**config.mk**
```make
export PLATFORM = sky130hd
export DESIGN_NAME = divider_fixedpoint
export DESIGN_NICKNAME = d
export VERILOG_FILES = /design/src/rtl/divider_fixedpoint.sv
export SDC_FILE = /design/constraint.sdc
export NUM_CORES = 1
export LEC_CHECK = 0
export CORE_ASPECT_RATIO = 1.5
export CORE_MARGIN = 4
export CORE_UTILIZATION = 35
export CTS_CLUSTER_DIAMETER = 60
export CTS_CLUSTER_SIZE = 10
export DETAILED_ROUTE_END_ITERATION = 10
export HOLD_SLACK_MARGIN = 0.03
export PLACE_DENSITY = 0.54
export SLEW_MARGIN = 10
export SYNTH_ARGS = -nofsm -noshare
export SYNTH_HDL_FRONTEND = slang
export SYNTH_SLANG_ARGS = --single-unit
```
**constraint.sdc**
```tcl
create_clock -name clk -period 4.2 [get_ports clk]
set_input_delay 0.84 -clock clk [delete_from_list [all_inputs] [get_ports clk]]
set_output_delay 0.84 -clock clk [all_outputs]
set_load 0.01 [all_outputs]
```
**src/rtl/divider_fixedpoint.sv**
```systemverilog
// rtl/divider_fixedpoint.sv - unsigned fixed-point radix-2 restoring divider
//
// Computes q = a / b on unsigned Q(INTEGER_BITWIDTH).(FRACTION_BITWIDTH)
// operands, producing the same format. It retires one quotient bit per
// cycle and truncates the result toward zero. Overflow and divide-by-zero
// saturate q to all ones and raise a flag.
//
// Ports:
//   clk        clock, rising edge
//   rst        asynchronous active-high reset
//   in_valid   operand pair a/b is valid
//   in_ready   divider accepts an operand pair (IDLE only)
//   a, b       dividend and divisor, N bits each
//   out_valid  q/ovf/dz are valid (DONE)
//   out_ready  consumer takes the result
//   q          quotient, N bits
//   ovf        true quotient does not fit in N bits
//   dz         divisor was zero
module divider_fixedpoint #(
  parameter int INTEGER_BITWIDTH  = 8,
  parameter int FRACTION_BITWIDTH = 8
) (
  input  logic                                         clk,
  input  logic                                         rst,
  input  logic                                         in_valid,
  output logic                                         in_ready,
  input  logic [INTEGER_BITWIDTH+FRACTION_BITWIDTH-1:0] a,
  input  logic [INTEGER_BITWIDTH+FRACTION_BITWIDTH-1:0] b,
  output logic                                         out_valid,
  input  logic                                         out_ready,
  output logic [INTEGER_BITWIDTH+FRACTION_BITWIDTH-1:0] q,
  output logic                                         ovf,
  output logic                                         dz
);

  localparam int N  = INTEGER_BITWIDTH + FRACTION_BITWIDTH;
  localparam int F  = FRACTION_BITWIDTH;
  localparam int W  = N + F;
  localparam int CW = (W > 1) ? $clog2(W) : 1;
  localparam logic [CW-1:0] CNT_LAST = CW'(W - 1);

  // RESOLVE is the single edge after the last iteration that turns the raw
  // quotient into the saturated, flagged result.
  typedef enum logic [1:0] {
    IDLE    = 2'd0,
    CALC    = 2'd1,
    RESOLVE = 2'd2,
    DONE    = 2'd3
  } state_t;

  state_t         state_q;
  logic [W-1:0]   d_q;        // dividend {a, F zeros}, shifted out MSB first
  logic [N-1:0]   b_q;        // divisor captured at acceptance
  logic [N:0]     r_q;        // partial remainder
  logic [W-1:0]   qf_q;       // raw quotient, bits enter at the LSB
  logic [CW-1:0]  cnt_q;
  logic           in_ready_q;
  logic           out_valid_q;
  logic [N-1:0]   q_q;
  logic           ovf_q;
  logic           dz_q;

  logic [N:0]     r_shift;
  logic           bit_ge;
  logic [N:0]     r_d;
  logic [W-1:0]   d_d;
  logic [W-1:0]   qf_d;

  // One restoring step. The bit shifted out of r_q[N] is folded into the
  // compare: if it was set the true shifted remainder is at least 2^(N+1),
  // so it exceeds any N-bit divisor and the modular subtraction is exact.
  always_comb begin
    r_shift = {r_q[N-1:0], d_q[W-1]};
    bit_ge  = r_q[N] | (r_shift >= {1'b0, b_q});
    r_d     = bit_ge ? (r_shift - {1'b0, b_q}) : r_shift;
    d_d     = {d_q[W-2:0], 1'b0};
    qf_d    = {qf_q[W-2:0], bit_ge};
  end

  always_ff @(posedge clk or posedge rst) begin
    if (rst) begin
      state_q     <= IDLE;
      d_q         <= '0;
      b_q         <= '0;
      r_q         <= '0;
      qf_q        <= '0;
      cnt_q       <= '0;
      in_ready_q  <= 1'b1;
      out_valid_q <= 1'b0;
      q_q         <= '0;
      ovf_q       <= 1'b0;
      dz_q        <= 1'b0;
    end else begin
      case (state_q)
        IDLE: begin
          if (in_valid && in_ready_q) begin
            d_q        <= {a, {F{1'b0}}};
            b_q        <= b;
            r_q        <= '0;
            qf_q       <= '0;
            cnt_q      <= '0;
            in_ready_q <= 1'b0;
            state_q    <= CALC;
          end
        end

        CALC: begin
          r_q  <= r_d;
          d_q  <= d_d;
          qf_q <= qf_d;
          // Counter parks at its terminal value instead of wrapping.
          if (cnt_q == CNT_LAST) begin
            state_q <= RESOLVE;
          end else begin
            cnt_q <= cnt_q + CW'(1);
          end
        end

        RESOLVE: begin
          if (b_q == '0) begin
            q_q   <= '1;
            ovf_q <= 1'b0;
            dz_q  <= 1'b1;
          end else if (|qf_q[W-1:N]) begin
            q_q   <= '1;
            ovf_q <= 1'b1;
            dz_q  <= 1'b0;
          end else begin
            q_q   <= qf_q[N-1:0];
            ovf_q <= 1'b0;
            dz_q  <= 1'b0;
          end
          out_valid_q <= 1'b1;
          state_q     <= DONE;
        end

        DONE: begin
          if (out_ready) begin
            out_valid_q <= 1'b0;
            in_ready_q  <= 1'b1;
            state_q     <= IDLE;
          end
        end

        default: begin
          state_q     <= IDLE;
          in_ready_q  <= 1'b1;
          out_valid_q <= 1'b0;
        end
      endcase
    end
  end

  assign in_ready  = in_ready_q;
  assign out_valid = out_valid_q;
  assign q         = q_q;
  assign ovf       = ovf_q;
  assign dz        = dz_q;

endmodule

```
; Word level (Yosys, flattened, before mapping)
; Index checks and enable logic that the tools add are counted.
[totals]
input_bits = 36
reg_bits = 108
wordCells = 60
output_inout_bits = 20
[classes]
eq_ne = 8
bitwise_logic = 1
addsub = 2
mux = 24
n_reduce_logical = 13
n_lt_le_gt_ge = 1
[ops]
columns = operator, count
row1 = $pmux W24 S2, 2
row2 = $mux W24, 2
row3 = $mux W17, 2
row4 = $pmux W17 S2, 1
row5 = $mux W16, 2
row6 = $ge A17 B16 Y1, 1
row7 = $sub A17 B16 Y17, 1
row8 = $logic_not A16 Y1, 1
row9 = $mux W5, 2
row10 = $pmux W5 S2, 1
row11 = $reduce_and A3 Y1, 3
row12 = $ne A2 B2 Y1 const B, 4
row13 = $pmux W2 S4, 1
row14 = $reduce_or A8 Y1, 1
row15 = $mux W1, 6
row16 = $mux W2, 3
row17 = $reduce_and A2 Y1, 3
row18 = $reduce_bool A2 Y1, 3
row19 = $add A5 B1 Y5 const B, 1
row20 = $eq A5 B5 Y1 const B, 1
row21 = $eq A2 B2 Y1 const B, 2
row22 = $pmux W1 S2, 2
row23 = $eq A2 B1 Y1 const B, 1
row24 = $logic_not A2 Y1, 1
row25 = 2 further kinds, 2

; Longest topological paths before layout
; Gate-level depths: netlist of the first run.
[depth]
depth_word = 4
ltp_mapped = 11
depth_no_buf = 9

; Worst setup path after synthesis of the first run
; No wires, ideal clock.
[synth_timing]
path_kind = reg2reg
start = register b_q[14]
end = register r_q[2]
path_stages_with_launch = 9
setup_slack_ns = 1.947
setup_time_ns = 0.126
arrival_ns = 2.127
n_path_buf = 1
period_less_slack_ns = 2.253
cell_sequence = dfrtp_1 > inv_1 > ha_1 > a21o_1 > a2111oi_0 > nand2_1 > or2_2 > buf_6 > a221o_1
[synth_via]
elab_chain_cells = 4
[synth_lines]
columns = item, line_no
row1 = from (decl), 53  ; logic [N-1:0] b_q;
row2 = from (signal assigned), 84  ; b_q <= '0;
row3 = from (signal assigned), 98  ; b_q <= b;
row4 = $ge A17 B16 Y1, 74  ; bit_ge = r_q[N] | (r_shift >= {1'b0, b_q});
row5 = $or A1 B1 Y1, 74
row6 = $mux W17, 75  ; r_d = bit_ge ? (r_shift - {1'b0, b_q}) : r_shift;
row7 = $pmux W17 S2, 94  ; case (state_q)
row8 = to (signal assigned), 108  ; r_q <= r_d;
row9 = to (decl), 54  ; logic [N:0] r_q;
; No other way between the ends.
; A chain may end at the register's enable or synchronous reset.

; Final worst setup path of the first run
[layout_timing]
start = input port in_valid
end = register r_q[14]
[layout_via]
elab_chain_cells = 3
[layout_lines]
columns = item, line_no
row1 = from (decl), 25  ; input logic in_valid,
row2 = $logic_and A1 B1 Y1, 96  ; if (in_valid && in_ready_q) begin
row3 = $ne A2 B2 Y1 (no line), --
row4 = $reduce_and A2 Y1 (no line), --
; No other way between the ends.

==> impl_results.md, run 1 <==
* Status: complete, no violations
* Gr ovfl total at 0
* Synth top cells by count: dfrtp_1, nand2_1, o21ai_0
* Final Non-Filler Cells at around 800
* H-tree Lvls at 3
* Worst clock skew at around 0.010 ns
* FF-to-FF path depth at 9
* Slew Viols, Final at 0
* GPL Wtd Cong at 0.805
* Crit start category: input port
* Top_reg_cell synth: dfrtp_1
* # DRC at 0
* YS warnings at 0
* P_sw at 2.28 mW
* Top post-synthesis cells by area: dfrtp_1, nand2_1, ha_1, a22o_1, o21ai_0
* Cell family with most CP delay: buffers and inverters
* Cells along the critical path: clkdlybuf4s50_1, nand3_1, buf_4, a21boi_4, buf_12, nand2_1, o31a_1, o21ai_0
* Maximum clock rate at about 360 MHz
* Net Count, Synth at 601
* Worst slew pin tran at about 0.83 ns
* Dpl hpwl at 9.21 mm
* Routed via count at approximately 4100
* CTS sink cnt at 100
* RSZ-0062 raised after global routing: no
* WL met2 at between 6 and 7 mm
* Area fraction of the dominant cell type after synthesis at between 40 and 50%
* Clock buffers created by TritonCTS at 9
* Root Driver: clkbuf_16
* Core area at approximately 15000 µm²
* Io pins at 56
* WP data required at 4.45 ns
* Synthesized instance count at approximately 540
* Met1 wire length at about 5.4 mm
* Clk slew on worst S/H paths at roughly 0.070 ns
* Pwr Density at between 800 and 900 nW/µm²
* Setup TNS at 0 ns
* Largest net degree at the start of global routing at between 50 and 60
* First-pass GRT wire length at 21.6 mm
* Final Hold Vio Count at 0
* Hold Crit Class: reg2reg
* Antenna cells at 0
* Top-count cell post-synth: dfrtp_1
* Worst-skew pair later-pin latency at 0.34 ns
* Post-synth ARST share at 100%
* Critical-path top delay cell: a21boi_4
* DR iter-0 viols at between 200 and 300
* Post-CTS Resized at 0
* Worst path buffer plus inverter count at 3
* Int Pwr at between 3 and 4 mW
* CP Capture Type: flip-flop
* Pre-antenna DRT Iters at 4
* Drt total wl at approximately 13 mm
* Vias/cell at 5.21
* Max IR drop VDD at about 0.25 mV
* Die Y at 159 µm
* DR top layer: met4
* Hold slack at roughly 0.48 ns
* Max clock buf depth at 2
* Design Area, Final at between 6000 and 7000 µm²
* Switching share of power at a little over two fifths
* Filler cells at 1524
* Crit path launch: in_valid
* Clk pwr share at between 10% and 20%
* LEAKAGE at approximately 2.9 nW
* Seq pwr share at 30.2%
* Min Tclk post-route at approximately 2.8 ns
* CP Depth at 8
* Wire per inst at 16.0 µm
* Hold Path Stages at 2
* Worst path max stage delay at approximately 0.73 ns
* Distinct cells, synth at between 50 and 60
* Reg2reg start: b_q[1]
* EDFF count, synth at 0
* Layout cells sized above 1 at a little under a tenth
* Met3 routed WL at between 300 and 400 µm
* Combinational Power Share at 54.0%
* Maxcap violations at 0
* Synthesized area per cell at a little under 10 µm²
* Initial core utilization at 35.5%
* Placed cell count at ~780
* Port-buffer cells at 55
* Die width at 109 µm
* Period utilization at between 60% and 70%
* Synth area leader: dfrtp_1
* Hold_buf cts at 0
* Worst Hold Launch: d_q[22]
* CP arrival at between 3 and 4 ns
* Nets at ~650
* Area grow syn2layout at 20.0%
* Netlist Area Pre-Place at around 5300 µm²
* Crit-path max FO at 48
* Post-DRT Antenna Nets at 0
* Slew margin rel. at roughly 45%
* Post-layout util at between 40% and 50%
* Total GRT Usage at 15.4%
* DIE AREA at approximately 17000 µm²
* Setup bufs post-CTS at 0
* Initial antenna violation count at 0
* Placed Instance Area at about 6100 µm²
* Vias in the first global route at about 4300
* Register area share after synthesis at a little under half
* CTS tree: done
* WS Path Type: in2reg
* Row count at 55
* Final setup viols at 0
* Yosys reg bits at 100
## through the flow
| step | setup slack [ns] | power [mW] |
|---|---|---|
| 6_report | 1.44 | 5.33 |
| 5_1_grt | 1.21 | 5.82 |
| 4_1_cts | 1.43 | 5.39 |
| 3_5_place_dp | 1.10 | 4.53 |
| 3_3_place_gp | 1.14 | 4.47 |
| 2_1_floorplan | 0.743 | 3.73 |
## cell families after synthesis
family	Yosys count	synth area share, %
and+or+nand+nor	164	14.3
AOI/OAI and AO/OA	153	19.8
DFF	100	47.0
buffers and inverters	55	4.39
muxes	39	7.72
adders and majority gates	23	5.54
xor gates and xnor gates	8	1.31
## path summary, 6_finish.rpt
check                           slack (ns)  endpoint
worst max-delay path                  1.44   r_q[14]
worst min-delay path                  0.48   d_q[22]
worst max register to register        1.46    r_q[0]
worst min register to register        0.48   d_q[22]
max in group asynchronous             2.39    b_q[6]
min in group asynchronous             0.98  cnt_q[3]
## layer usage
metal	GRT usage, %	up-vias
met5	0	-
met4	5.46	0
met3	2.15	14
met2	26.8	61
met1	19.4	2006
li1	-	2042
## registers in the layout, indices dropped and copies added, names as in the netlist
signal	count
qf_q	24
b_q	16
ovf	1
dz	1
state_q	2
out_valid	1
in_ready	1
d_q	16
q	16
r_q	17
cnt_q	5
## cells in the final DEF, fill, tap and decap left out, types with 3 or more instances in the layout
cell | synthesis | layout
a221o_1 | 3 | 3
a21o_1 | 7 | 7
nand3_1 | 8 | 8
nand2b_1 | 6 | 6
clkdlybuf4s50_1 | 0 | 55
or4_1 | 3 | 3
and3_1 | 3 | 3
a21oi_1 | 22 | 22
o21ai_0 | 46 | 46
mux2_2 | 17 | 17
o211ai_1 | 14 | 14
mux2i_1 | 22 | 22
a22o_1 | 28 | 28
nand4_1 | 6 | 6
ha_1 | 22 | 22
xnor2_1 | 5 | 5
o21ai_1 | 3 | 3
nand2_1 | 90 | 90
o31a_1 | 3 | 3
dfrtp_1 | 99 | 99
xor2_1 | 3 | 3
nor3_1 | 8 | 8
inv_1 | 25 | 24
nand3b_1 | 9 | 9
buf_4 | 2 | 9
o21a_1 | 4 | 4
clkbuf_16 | 0 | 9
nor2_1 | 18 | 18
## area by class of cell
cell class	instances	area [µm²]	share of cell area (%)
sequential	100	2500	39.1
inverter	25	96.3	1.51
tap	199	249	3.89
timing repair buffer	65	638	9.98
multi-input combinational	387	2610	40.8
clock buffer	9	225	3.52
clock inverter	7	75.1	1.17
## tightest hold or removal path, cell delays in order, from the launching register on
cell,delay [ns]
dfrtp_1,0.34
nand2_1,0.05
o21ai_0,0.06
## power groups by stage
| stage | Combinational [mW] | Clock, mW | Sequential [mW] |
|---|---|---|---|
| after floorplan | 2.14 | 0 | 1.59 |
| final | 2.88 | 0.843 | 1.61 |
| after global routing | 3.25 | 0.903 | 1.67 |
| after global placement | 2.86 | 0 | 1.62 |
| after detailed placement | 2.90 | 0 | 1.63 |
| after CTS | 2.91 | 0.869 | 1.61 |
(Power assumes the default switching activity.)
==> inputs of run 2 (changes only) <==
clock period = 2.7 ns   (was 4.2 ns; I/O delays follow)
==> impl_results.md, run 2 (same netlist as run 1, synthesis figures left out) <==
* Worst path buffer plus inverter count at 1 (-2)
* Gr ovfl total at 0 (unchanged)
* Maximum clock rate at about 410 MHz
* Status: complete, no violations
* Dpl hpwl at 9.35 mm (+1.5%)
* Setup bufs post-CTS at 0 (unchanged)
* Max IR drop VDD at 0.513 mV (+110%)
* CTS sink cnt at 100 (unchanged)
* Most flops, register: qf_q
* CTS tree: done
* Drt total wl at 12.8 mm (+1.1%)
* Clk slew on worst S/H paths at 0.07 ns (about the same)
* Crit start category: flip-flop
* Pwr Density at 1310 nW/µm² (+58%)
* Largest net degree at the start of global routing at 101 (+74%)
* Antenna cells at 0 (unchanged)
* Layout cells sized above 1 at 9.87% (+0.76 points)
* Placed cell count at 782 (+0.77%)
* Initial core utilization at 35.5% (unchanged)
* Die width at 109 µm (unchanged)
* Worst path max stage delay at 0.40 ns (-0.33 ns)
* FF-to-FF path depth at 8 (-1)
* Critical-path top delay cell: ha_1
* Root Driver: clkbuf_16
* Hold Path Stages at 2 (unchanged)
* Core area at 15000 µm² (unchanged)
* Wire per inst at 16.0 µm (+0.42%)
* LEAKAGE at 2.90 nW (+1.3%)
* WS Path Type: reg2reg
* Final Hold Vio Count at 0 (unchanged)
* Clock buffers created by TritonCTS at 9 (unchanged)
* Worst clock skew at 0.00804 ns (-0.00236 ns)
* Port-buffer cells at 55 (unchanged)
* Total GRT Usage at 15.6% (+0.16 points)
* Routed via count at 4167 (+1.1%)
* Slew margin rel. at 57.4% (+13 points)
* CP arrival at 2.68 ns (-0.33 ns)
* Maxcap violations at 0 (unchanged)
* Vias/cell at 5.23 (+0.43%)
* Area grow syn2layout at 21.7%
* Max reg flops at 24 (unchanged)
* Commonest cells after routing, fill and taps aside: dfrtp_1, nand2_1, clkdlybuf4s50_1
* CP Depth at 8 (unchanged)
* Commonest non-fill, non-tap cell in the layout: dfrtp_1
* GPL Wtd Cong at 0.903 (+12%)
* RSZ-0062 raised after global routing: no
* CP Capture Type: flip-flop
* Post-DRT Antenna Nets at 0 (unchanged)
* Setup TNS at 0 ns (unchanged)
* Filler cells at 1498 (-1.7%)
* # DRC at 0 (unchanged)
* Crit-path max FO at 6 (-88%)
* Vias in the first global route at 4352 (+2.2%)
* Die Y at 159 µm (unchanged)
* Hold Crit Class: reg2reg
* Final setup viols at 0 (unchanged)
* Nets at 653 (+0.93%)
* Pre-antenna DRT Iters at 6 (+2)
* Cells along the critical path: inv_1, ha_1, a21oi_1, nand2_1, o21a_1, or3_1, and3_1, a221o_1
* Slew Viols, Final at 0 (unchanged)
* Min Tclk post-route at 2.46 ns
* Worst slew pin tran at 0.636 ns (-0.194 ns)
* Initial antenna violation count at 0 (unchanged)
* WP data required at 2.92 ns (-1.53 ns)
* Top flop regs: qf_q: 24 flops, r_q: 17 flops
* Worst-skew pair later-pin latency at 0.34 ns (about the same)
* H-tree Lvls at 3 (unchanged)
* Cell family with most CP delay: compound AO/OA/AOI/OAI gates
* Post-layout util at 43.2% (+0.59 points)
* Final Non-Filler Cells at 797 (+0.63%)
* Period utilization at between 90% and 100%
* Io pins at 56 (unchanged)
* Max clock buf depth at 2 (unchanged)
* Row count at 55 (unchanged)
* First-pass GRT wire length at 21.7 mm (+0.32%)
* DIE AREA at 17300 µm² (unchanged)
* DR iter-0 viols at 165 (-38%)
-- run 2: changes by cell type in the layout (fill, tap and decap cells not counted), sizes merged --
cell / previous run / this run
inv: 27 / 25
buf: 10 / 16
clkinvlp: 2 / 3
bufinv: 1 / 2
clkinv: 2 / 1
-- run 2: layout make-up --
type	count	area, µm²	share of cell area, %
multi-input cells	387	2610	40.3
repair buffers	71	708	10.9
clock inverters	6	88.8	1.37
clock buffers	9	225	3.47
inverters	25	97.6	1.50
flip-flops and latches	100	2500	38.6
well taps	199	249	3.84
-- run 2: worst min-delay path: cells and delay by family, from the launching register on --
family | cells | cell delay [ns]
and+or+nand+nor | 1 | 0.04
DFF | 1 | 0.34
AOI/OAI and AO/OA | 1 | 0.06
-- run 2: power breakdown --
part | internal (mW) | switching (mW) | total (mW)
combinational | 2.05 | 2.60 | 4.65
clock | 0.809 | 0.561 | 1.37
sequential | 2.09 | 0.417 | 2.51
-- run 2: path summary, 6_finish.rpt --
path / end / slack [ns] / from
max: r_q[11] / 0.24 / b_q[6]
min: d_q[21] / 0.49 / d_q[21]
max reg2reg: r_q[11] / 0.24 / b_q[6]
min reg2reg: d_q[21] / 0.49 / d_q[21]
max in group asynchronous: r_q[0] / 1.56 / rst
min in group asynchronous: q[13] / 0.67 / rst
-- run 2: timing repair --
action,4_1_cts,5_1_grt
setup endpoints to repair,0,6
hold buffers,0,0
resized for setup,0,3
-- run 2: per-stage QoR --
step	power, mW	setup slack, ns	area, µm²	hold WS, ns
floorplan	5.80	0.447	5330	0.444
global route	9.28	0.0327	6480	0.521
finish	8.53	0.244	6480	0.486
detailed placement	7.17	0.0356	6170	0.476
global placement	7.10	0.239	6170	0.463
CTS	8.60	0.0144	6480	0.491
-- run 2: routing by layer --
layer | GRT usage (%) | vias up | wire length [µm]
met5 | 0 | - | 0
met2 | 27.1 | 87 | 6750
li1 | - | 2042 | -
met1 | 18.8 | 2009 | 5230
met4 | 6.84 | 0 | 402
met3 | 2.52 | 29 | 404
